[src/rtl/riscv_pkg.sv]
// Shared RV32 definitions used by the EX-stage multi-cycle mul/div unit:
// data width, M-extension funct3 encodings, sequencer states and op helpers.
package riscv_pkg;

   localparam int XLEN = 32;

   typedef enum logic [2:0] {
      OP_MUL    = 3'b000,
      OP_MULH   = 3'b001,
      OP_MULHSU = 3'b010,
      OP_MULHU  = 3'b011,
      OP_DIV    = 3'b100,
      OP_DIVU   = 3'b101,
      OP_REM    = 3'b110,
      OP_REMU   = 3'b111
   } muldiv_op_e;

   typedef enum logic [2:0] {
      ST_IDLE  = 3'd0,
      ST_PREP  = 3'd1,
      ST_CALC  = 3'd2,
      ST_FIXUP = 3'd3,
      ST_DONE  = 3'd4
   } muldiv_state_e;

   function automatic logic op_is_div(input logic [2:0] f3);
      return f3[2];
   endfunction

   // rs1 is treated as signed for DIV, REM, MULH and MULHSU
   function automatic logic op_signed_a(input logic [2:0] f3);
      return (f3 == OP_DIV) || (f3 == OP_REM) ||
             (f3 == OP_MULH) || (f3 == OP_MULHSU);
   endfunction

   // rs2 is treated as signed for DIV, REM and MULH
   function automatic logic op_signed_b(input logic [2:0] f3);
      return (f3 == OP_DIV) || (f3 == OP_REM) || (f3 == OP_MULH);
   endfunction

endpackage

[src/rtl/muldiv_datapath.sv]
// Operand, product, remainder and quotient registers of the mul/div unit.
// Ports: clk_i/rst_i; strobes load_i (latch op), init_i (seed working regs),
// step_i (one iteration), special_ld_i / fixup_i (load result_o);
// funct3_i, operand_a_i, operand_b_i; special_o flags divide special cases.
module muldiv_datapath
   import riscv_pkg::*;
(
   input  logic            clk_i,
   input  logic            rst_i,
   input  logic            load_i,
   input  logic            init_i,
   input  logic            step_i,
   input  logic            special_ld_i,
   input  logic            fixup_i,
   input  logic [2:0]      funct3_i,
   input  logic [XLEN-1:0] operand_a_i,
   input  logic [XLEN-1:0] operand_b_i,
   output logic            special_o,
   output logic [XLEN-1:0] result_o
);

   localparam logic [XLEN-1:0] INT_MIN = {1'b1, {(XLEN-1){1'b0}}};

   logic [2:0]        op_q;
   logic [XLEN-1:0]   a_q, b_q;
   logic [XLEN-1:0]   mag_a_q, mag_b_q;
   logic              sa_q, neg_q;
   logic [2*XLEN-1:0] prod_q, prod_d;
   logic [XLEN:0]     rem_q, rem_d;
   logic [XLEN-1:0]   quo_q, quo_d;
   logic [XLEN-1:0]   res_q, res_d;

   logic              sa_in, sb_in;
   logic [XLEN-1:0]   mag_a_in, mag_b_in;

   always_comb begin
      sa_in    = op_signed_a(funct3_i) & operand_a_i[XLEN-1];
      sb_in    = op_signed_b(funct3_i) & operand_b_i[XLEN-1];
      mag_a_in = sa_in ? -operand_a_i : operand_a_i;
      mag_b_in = sb_in ? -operand_b_i : operand_b_i;
   end

   // Divide special cases are decided on the raw latched operands
   logic            is_div, div0, ovf;
   logic [XLEN-1:0] spec_res;

   always_comb begin
      is_div   = op_is_div(op_q);
      div0     = (b_q == '0);
      ovf      = ((op_q == OP_DIV) || (op_q == OP_REM)) &&
                 (a_q == INT_MIN) && (b_q == '1);
      special_o = is_div & (div0 | ovf);
      spec_res = '0;
      if (div0)
         spec_res = op_q[1] ? a_q : '1;
      else if (ovf)
         spec_res = op_q[1] ? '0 : INT_MIN;
   end

   // Shift-add multiply: low half starts as the multiplier and is shifted
   // out as the partial sum is shifted in from the top.
   logic [XLEN:0] madd;
   // Restoring divide: a non-negative trial difference keeps the subtract.
   logic [XLEN:0] shifted, diff;

   always_comb begin
      madd    = {1'b0, prod_q[2*XLEN-1:XLEN]} +
                (prod_q[0] ? {1'b0, mag_a_q} : '0);
      shifted = {rem_q[XLEN-1:0], quo_q[XLEN-1]};
      diff    = shifted - {1'b0, mag_b_q};
      prod_d  = prod_q;
      rem_d   = rem_q;
      quo_d   = quo_q;
      if (init_i) begin
         prod_d = {{XLEN{1'b0}}, mag_b_q};
         rem_d  = '0;
         quo_d  = mag_a_q;
      end else if (step_i) begin
         if (is_div) begin
            rem_d = diff[XLEN] ? shifted : diff;
            quo_d = {quo_q[XLEN-2:0], ~diff[XLEN]};
         end else begin
            prod_d = {madd, prod_q[XLEN-1:1]};
         end
      end
   end

   logic [2*XLEN-1:0] prod_s;
   logic [XLEN-1:0]   quo_s, rem_s, fix_res;

   always_comb begin
      prod_s = neg_q ? -prod_q : prod_q;
      quo_s  = neg_q ? -quo_q : quo_q;
      rem_s  = sa_q ? -rem_q[XLEN-1:0] : rem_q[XLEN-1:0];
      if (is_div)
         fix_res = op_q[1] ? rem_s : quo_s;
      else if (op_q == OP_MUL)
         fix_res = prod_s[XLEN-1:0];
      else
         fix_res = prod_s[2*XLEN-1:XLEN];
      res_d = res_q;
      if (special_ld_i)
         res_d = spec_res;
      else if (fixup_i)
         res_d = fix_res;
   end

   always_ff @(posedge clk_i) begin
      if (rst_i) begin
         op_q    <= '0;
         a_q     <= '0;
         b_q     <= '0;
         mag_a_q <= '0;
         mag_b_q <= '0;
         sa_q    <= 1'b0;
         neg_q   <= 1'b0;
         prod_q  <= '0;
         rem_q   <= '0;
         quo_q   <= '0;
         res_q   <= '0;
      end else begin
         if (load_i) begin
            op_q    <= funct3_i;
            a_q     <= operand_a_i;
            b_q     <= operand_b_i;
            mag_a_q <= mag_a_in;
            mag_b_q <= mag_b_in;
            sa_q    <= sa_in;
            neg_q   <= sa_in ^ sb_in;
         end
         prod_q <= prod_d;
         rem_q  <= rem_d;
         quo_q  <= quo_d;
         res_q  <= res_d;
      end
   end

   assign result_o = res_q;

endmodule

[src/rtl/muldiv_sequencer.sv]
// Multi-cycle RV32M sequencer: FSM that stalls the pipeline while the
// datapath iterates XLEN times. Ports: clk_i, rst_i, start_i, funct3_i,
// operand_a_i, operand_b_i, flush_i; busy_o, stall_o, done_o, result_o.
module muldiv_sequencer
   import riscv_pkg::*;
(
   input  logic            clk_i,
   input  logic            rst_i,
   input  logic            start_i,
   input  logic [2:0]      funct3_i,
   input  logic [XLEN-1:0] operand_a_i,
   input  logic [XLEN-1:0] operand_b_i,
   input  logic            flush_i,
   output logic            busy_o,
   output logic            stall_o,
   output logic            done_o,
   output logic [XLEN-1:0] result_o
);

   localparam logic [2:0] S_IDLE  = ST_IDLE;
   localparam logic [2:0] S_PREP  = ST_PREP;
   localparam logic [2:0] S_CALC  = ST_CALC;
   localparam logic [2:0] S_FIXUP = ST_FIXUP;
   localparam logic [2:0] S_DONE  = ST_DONE;

   localparam int            CW       = $clog2(XLEN);
   localparam logic [CW-1:0] CNT_LAST = CW'(XLEN-1);

   logic [2:0]    state_q, state_d;
   logic [CW-1:0] cnt_q, cnt_d;
   logic          special;
   logic          accept;

   assign accept = (state_q == S_IDLE) & start_i & ~flush_i;

   always_comb begin
      state_d = state_q;
      cnt_d   = cnt_q;
      unique case (state_q)
         S_IDLE: begin
            if (accept)
               state_d = S_PREP;
         end
         S_PREP: begin
            cnt_d   = '0;
            state_d = special ? S_DONE : S_CALC;
         end
         S_CALC: begin
            cnt_d = cnt_q + CW'(1);
            if (cnt_q == CNT_LAST)
               state_d = S_FIXUP;
         end
         S_FIXUP: state_d = S_DONE;
         S_DONE:  state_d = S_IDLE;
         default: state_d = S_IDLE;
      endcase
      // Abort overrides every normal transition outside IDLE
      if (flush_i && (state_q != S_IDLE)) begin
         state_d = S_IDLE;
         cnt_d   = '0;
      end
   end

   always_ff @(posedge clk_i) begin
      if (rst_i) begin
         state_q <= S_IDLE;
         cnt_q   <= '0;
      end else begin
         state_q <= state_d;
         cnt_q   <= cnt_d;
      end
   end

   assign busy_o  = (state_q != S_IDLE);
   assign done_o  = (state_q == S_DONE);
   // Released in DONE so the consumer advances while result_o is valid
   assign stall_o = accept | (state_q == S_PREP) |
                    (state_q == S_CALC) | (state_q == S_FIXUP);

   // Result loads are suppressed by flush so result_o keeps its old value
   muldiv_datapath u_dp (
      .clk_i        (clk_i),
      .rst_i        (rst_i),
      .load_i       (accept),
      .init_i       ((state_q == S_PREP) & ~flush_i),
      .step_i       ((state_q == S_CALC) & ~flush_i),
      .special_ld_i ((state_q == S_PREP) & special & ~flush_i),
      .fixup_i      ((state_q == S_FIXUP) & ~flush_i),
      .funct3_i     (funct3_i),
      .operand_a_i  (operand_a_i),
      .operand_b_i  (operand_b_i),
      .special_o    (special),
      .result_o     (result_o)
   );

endmodule

[config.mk]
export PLATFORM = sky130hd
export DESIGN_NAME = muldiv_sequencer
export DESIGN_NICKNAME = d
export VERILOG_FILES = /design/src/rtl/riscv_pkg.sv /design/src/rtl/muldiv_datapath.sv /design/src/rtl/muldiv_sequencer.sv
export SDC_FILE = /design/constraint.sdc
export NUM_CORES = 1
export LEC_CHECK = 0
export CAP_MARGIN = 0
export CORE_AREA = 2 2 136 270
export CTS_BUF_LIST = sky130_fd_sc_hd__clkbuf_4 sky130_fd_sc_hd__clkbuf_8
export DETAILED_ROUTE_END_ITERATION = 8
export DIE_AREA = 0 0 138 272
export HOLD_SLACK_MARGIN = 0.06
export MAX_ROUTING_LAYER = met4
export PLACE_DENSITY = 0.87
export SYNTH_ARGS = -nofsm -noshare
export SYNTH_HDL_FRONTEND = slang
export SYNTH_HIERARCHICAL = 1
export SYNTH_SLANG_ARGS = --single-unit
export TNS_END_PERCENT = 20
[constraint.sdc]
create_clock -name clk_i -period 4.8 [get_ports clk_i]
set_input_delay 1.2 -clock clk_i [delete_from_list [all_inputs] [get_ports clk_i]]
set_output_delay 1.2 -clock clk_i [all_outputs]
set_load 0.03 [all_outputs]
==> impl_metrics.py <==
metrics = {
    "critical_path": {
        "crit_slowest_cell": "a2111oi_0",
        "slowest_delay_ns": 0.78,
        "cp_num_buf_inv": 0,
        "crit_family": "compound AO/OA/AOI/OAI gates",
        "critical_path_class": "flip-flop to flip-flop",
        "crit_required_ns": 5.36,
        "crit-reg2reg-launch": "u_dp/prod_q[2]$_SDFFE_PP0P_",
        "worstSetupStartpoint": "u_dp/prod_q[2]$_SDFFE_PP0P_",
        "crit_chain": "nor4_1, nand3_1, nor3_1, nand2b_1, o311ai_1, a21oi_1, a2111oi_0, o21bai_1, a211oi_1",
        "cp-end-kind": "flip-flop",
        "critPathArrivalTime_ns": 4.88,
        "critPathMaxFanout": 8,
        "worstSetupStartpointType": "flip-flop",
    },
    "sta": {
        "rsz0062_at_grt": "no",
        "maxSlewViolCount": 0,
        "fin_crit_sh_pct": 89.9,
        "setup_viol": 0,
        "hold_violations": 0,
        "setup_slack_ns": 0.483,
        "fin_worst_skew_ns": 0.0523,
        "setup_tns_ns": 0,
        "fmax_ghz": 0.232,
        "fin_crit_ns": 4.32,
        "slew_headroom_pct": 16.8,
        "tightest_slew_ns": 1.24,
    },
    "routing": {
        "top_layer": "met4",
        "routed-wl-met3_um": 6530,
        "wl_per_cell_um": 26.1,
        "drt-total-wl_um": 85200,
        "vias_per_cell": 6.81,
        "dr.pass1.iters": 6,
        "initialDrtViolationCount": 2539,
        "drc": 0,
        "via_count": 22200,
        "met2_length_um": 40400,
        "met1Wirelength_um": 26600,
        "ant_nets": 0,
    },
    "layout": {
        "drive_gt1_share_pct": 6.45,
        "final_nets": 2915,
        "register_area_um2": 5990,
        "final_common_cell": "nor2_1",
        "multiInputGateArea_um2": 13500,
        "syn_to_final_growth_pct": 12.6,
        "final_area_um2": 22900,
        "fillers": 3133,
        "layout_common_cells": "nor2_1 (342), nand2_1 (332), dfxtp_1 (298), a21oi_1 (291), o21ai_0 (159)",
    },
    "floorplan": {
        "initial_utilization_pct": 57.2,
        "chipHeight_um": 272,
        "die_w_um": 138,
        "rows": 98,
        "die-area_um2": 37500,
        "design.core.area_um2": 35600,
        "pin_count": 106,
    },
    "cts": {
        "clock-sinks": 299,
        "clkLatencyLatePin_ns": 0.64,
        "cts.path.max_buffers": 3,
        "htreeDepth": 2,
        "cts_setup_buffers": 0,
        "clkTransAtPathRegs_ns": 0.07,
        "holdBufCountCts": 0,
        "cts_buffers": 46,
        "cts_root_buf": "clkbuf_8",
        "post_cts_resized": 0,
        "cts_tree": "yes",
    },
    "global_routing": {
        "antenna_found_initial": 10,
        "grt.total_usage_pct": 45.5,
        "grt_pass1_vias": 21100,
        "grt_pass1_wl_um": 128000,
        "grt_max_degree": 154,
        "grt-ovfl-total": 0,
    },
    "logic_synthesis": {
        "netlist_top_cells_area": "dfxtp_1 (29%), a21oi_1 (7.2%), nor2_1 (6.3%)",
        "ys_types": 85,
        "synth-adder-area-share_pct": 4.56,
        "synth_nets": 2893,
        "ys.flop_type": "dfxtp_1",
        "synth_top_cell_by_area": "dfxtp_1",
        "synth_edf_count": 0,
        "synth_area_um2": 20400,
        "muxShareOfSynthArea_pct": 4.97,
        "synth_compound_area_share_pct": 25.4,
        "ys_ff_latch": 299,
        "synth_simple_gate_area_share_pct": 23.9,
        "synth_seq_area_share_pct": 29.4,
        "yosysTopAreaCellShare_pct": 29.4,
        "synth_cells": 2749,
        "synth-xor-area-share_pct": 7.01,
        "synth_top_family_by_area": "compound AO/OA/AOI/OAI gates",
        "ys_warn_count": 6,
        "postSynth.asyncResetShare_pct": 0,
        "syn_avg_cell_area_um2": 7.40,
    },
    "power_and_ir_drop": {
        "p_per_area_nw_per_um2": 282,
        "irDropWorstVdd_uv": 268,
        "leakage_nw": 8.59,
    },
    "flow_run": {
        "maxCapViolCount": 0,
    },
    "run_status": {
        "status": "completed",
    },
    "placement": {
        "gp_congestion": 1.11,
        "place_area_um2": 21800,
        "port_buffers": 105,
        "dp.final_hpwl_um": 62800,
        "dp_slack_ns": 0.463,
    },
    "min_path": {
        "hold_path_class": "flip-flop to flip-flop",
        "min_from": "cnt_q[4]$_SDFFE_PP0P_",
    },
}
[through the flow]
| step | hold WS, ns | total power, mW | util, % | instances |
|---|---|---|---|---|
| global route | 0.515 | 6.65 | 64.5 | 3265 |
| CTS | 0.508 | 6.41 | 64.4 | 3257 |
| global placement | 0.461 | 3.79 | 61.2 | 3173 |
| finish | 0.507 | 6.47 | 64.5 | 3265 |
| floorplan | 0.449 | 3.38 | - | 2749 |
| detailed placement | 0.473 | 3.81 | 61.2 | 3173 |
[flip-flops by register name, indices dropped and copies added (netlist names)]
name           flops
u_dp/result_o     32
state_q            3
u_dp/mag_b_q      31
u_dp/mag_a_q      31
cnt_q              5
u_dp/op_q          3
u_dp/rem_q        32
u_dp/quo_q        32
u_dp/sa_q          1
u_dp/neg_q         1
u_dp/b_q          32
u_dp/prod_q       64
u_dp/a_q          32
[Yosys cell counts (all sizes together), types with 44 or more instances]
cell type	number
nand2	332
nor2	345
o21ai	164
and2	47
nand3	45
xnor2	96
nor3	58
xor2	66
mux2i	100
clkbuf	149
a211oi	82
ha	71
inv	68
nor4	44
dfxtp	299
a21oi	291
[power breakdown]
part	total, mW	switching [mW]	internal (mW)
registers	2.71	0.149	2.56
clock network	2.65	1.14	1.51
logic	1.11	0.710	0.405
total	6.47	2.00	4.48
[worst reg2reg max path: cells and delay by family, from the launching register on]
kind / cells / cell delay [ns]
DFF: 1 / 0.39
AOI/OAI and AO/OA: 5 / 2.11
and+or+nand+nor: 4 / 1.78
[metal layers]
metal  vias up  global-route usage (%)
met5         -                       -
met4         0                    49.0
met3       506                    8.61
met2      1388                    74.3
met1     10400                    42.8
li1       9971                       -
[path summary, 6_finish.rpt]
path / end / slack (ns) / depth (start not counted)
worst max-delay path: u_dp/result_o[1]$_SDFFE_PP0P_ / 0.48 / 9
worst min-delay path: cnt_q[4]$_SDFFE_PP0P_ / 0.51 / 2
worst max register to register: u_dp/result_o[1]$_SDFFE_PP0P_ / 0.48 / 9
worst min register to register: cnt_q[4]$_SDFFE_PP0P_ / 0.51 / 2
[kinds of logic (layout without fill, tap and decap cells)]
logic type | after synthesis | after routing
XOR/XNOR | 162 | 162
flip-flops | 299 | 299
multiplexers | 101 | 101
adder cells (fa/ha/maj) | 73 | 73
other | 0 | 8
AND/OR/NAND/NOR | 1042 | 1042
buffers and inverters | 252 | 310
AO/OA/AOI/OAI | 820 | 820
[area by class of cell]
cell class	instances	share of cell area, %
diodes	8	0.0873
clock buffers	70	4.04
clock inverters	14	0.928
inverters	68	1.11
multi-input cells	2198	58.7
flip-flops and latches	299	26.1
well taps	450	2.46
repair buffers	158	6.54
Note: power is estimated with default switching activity, not from simulation.
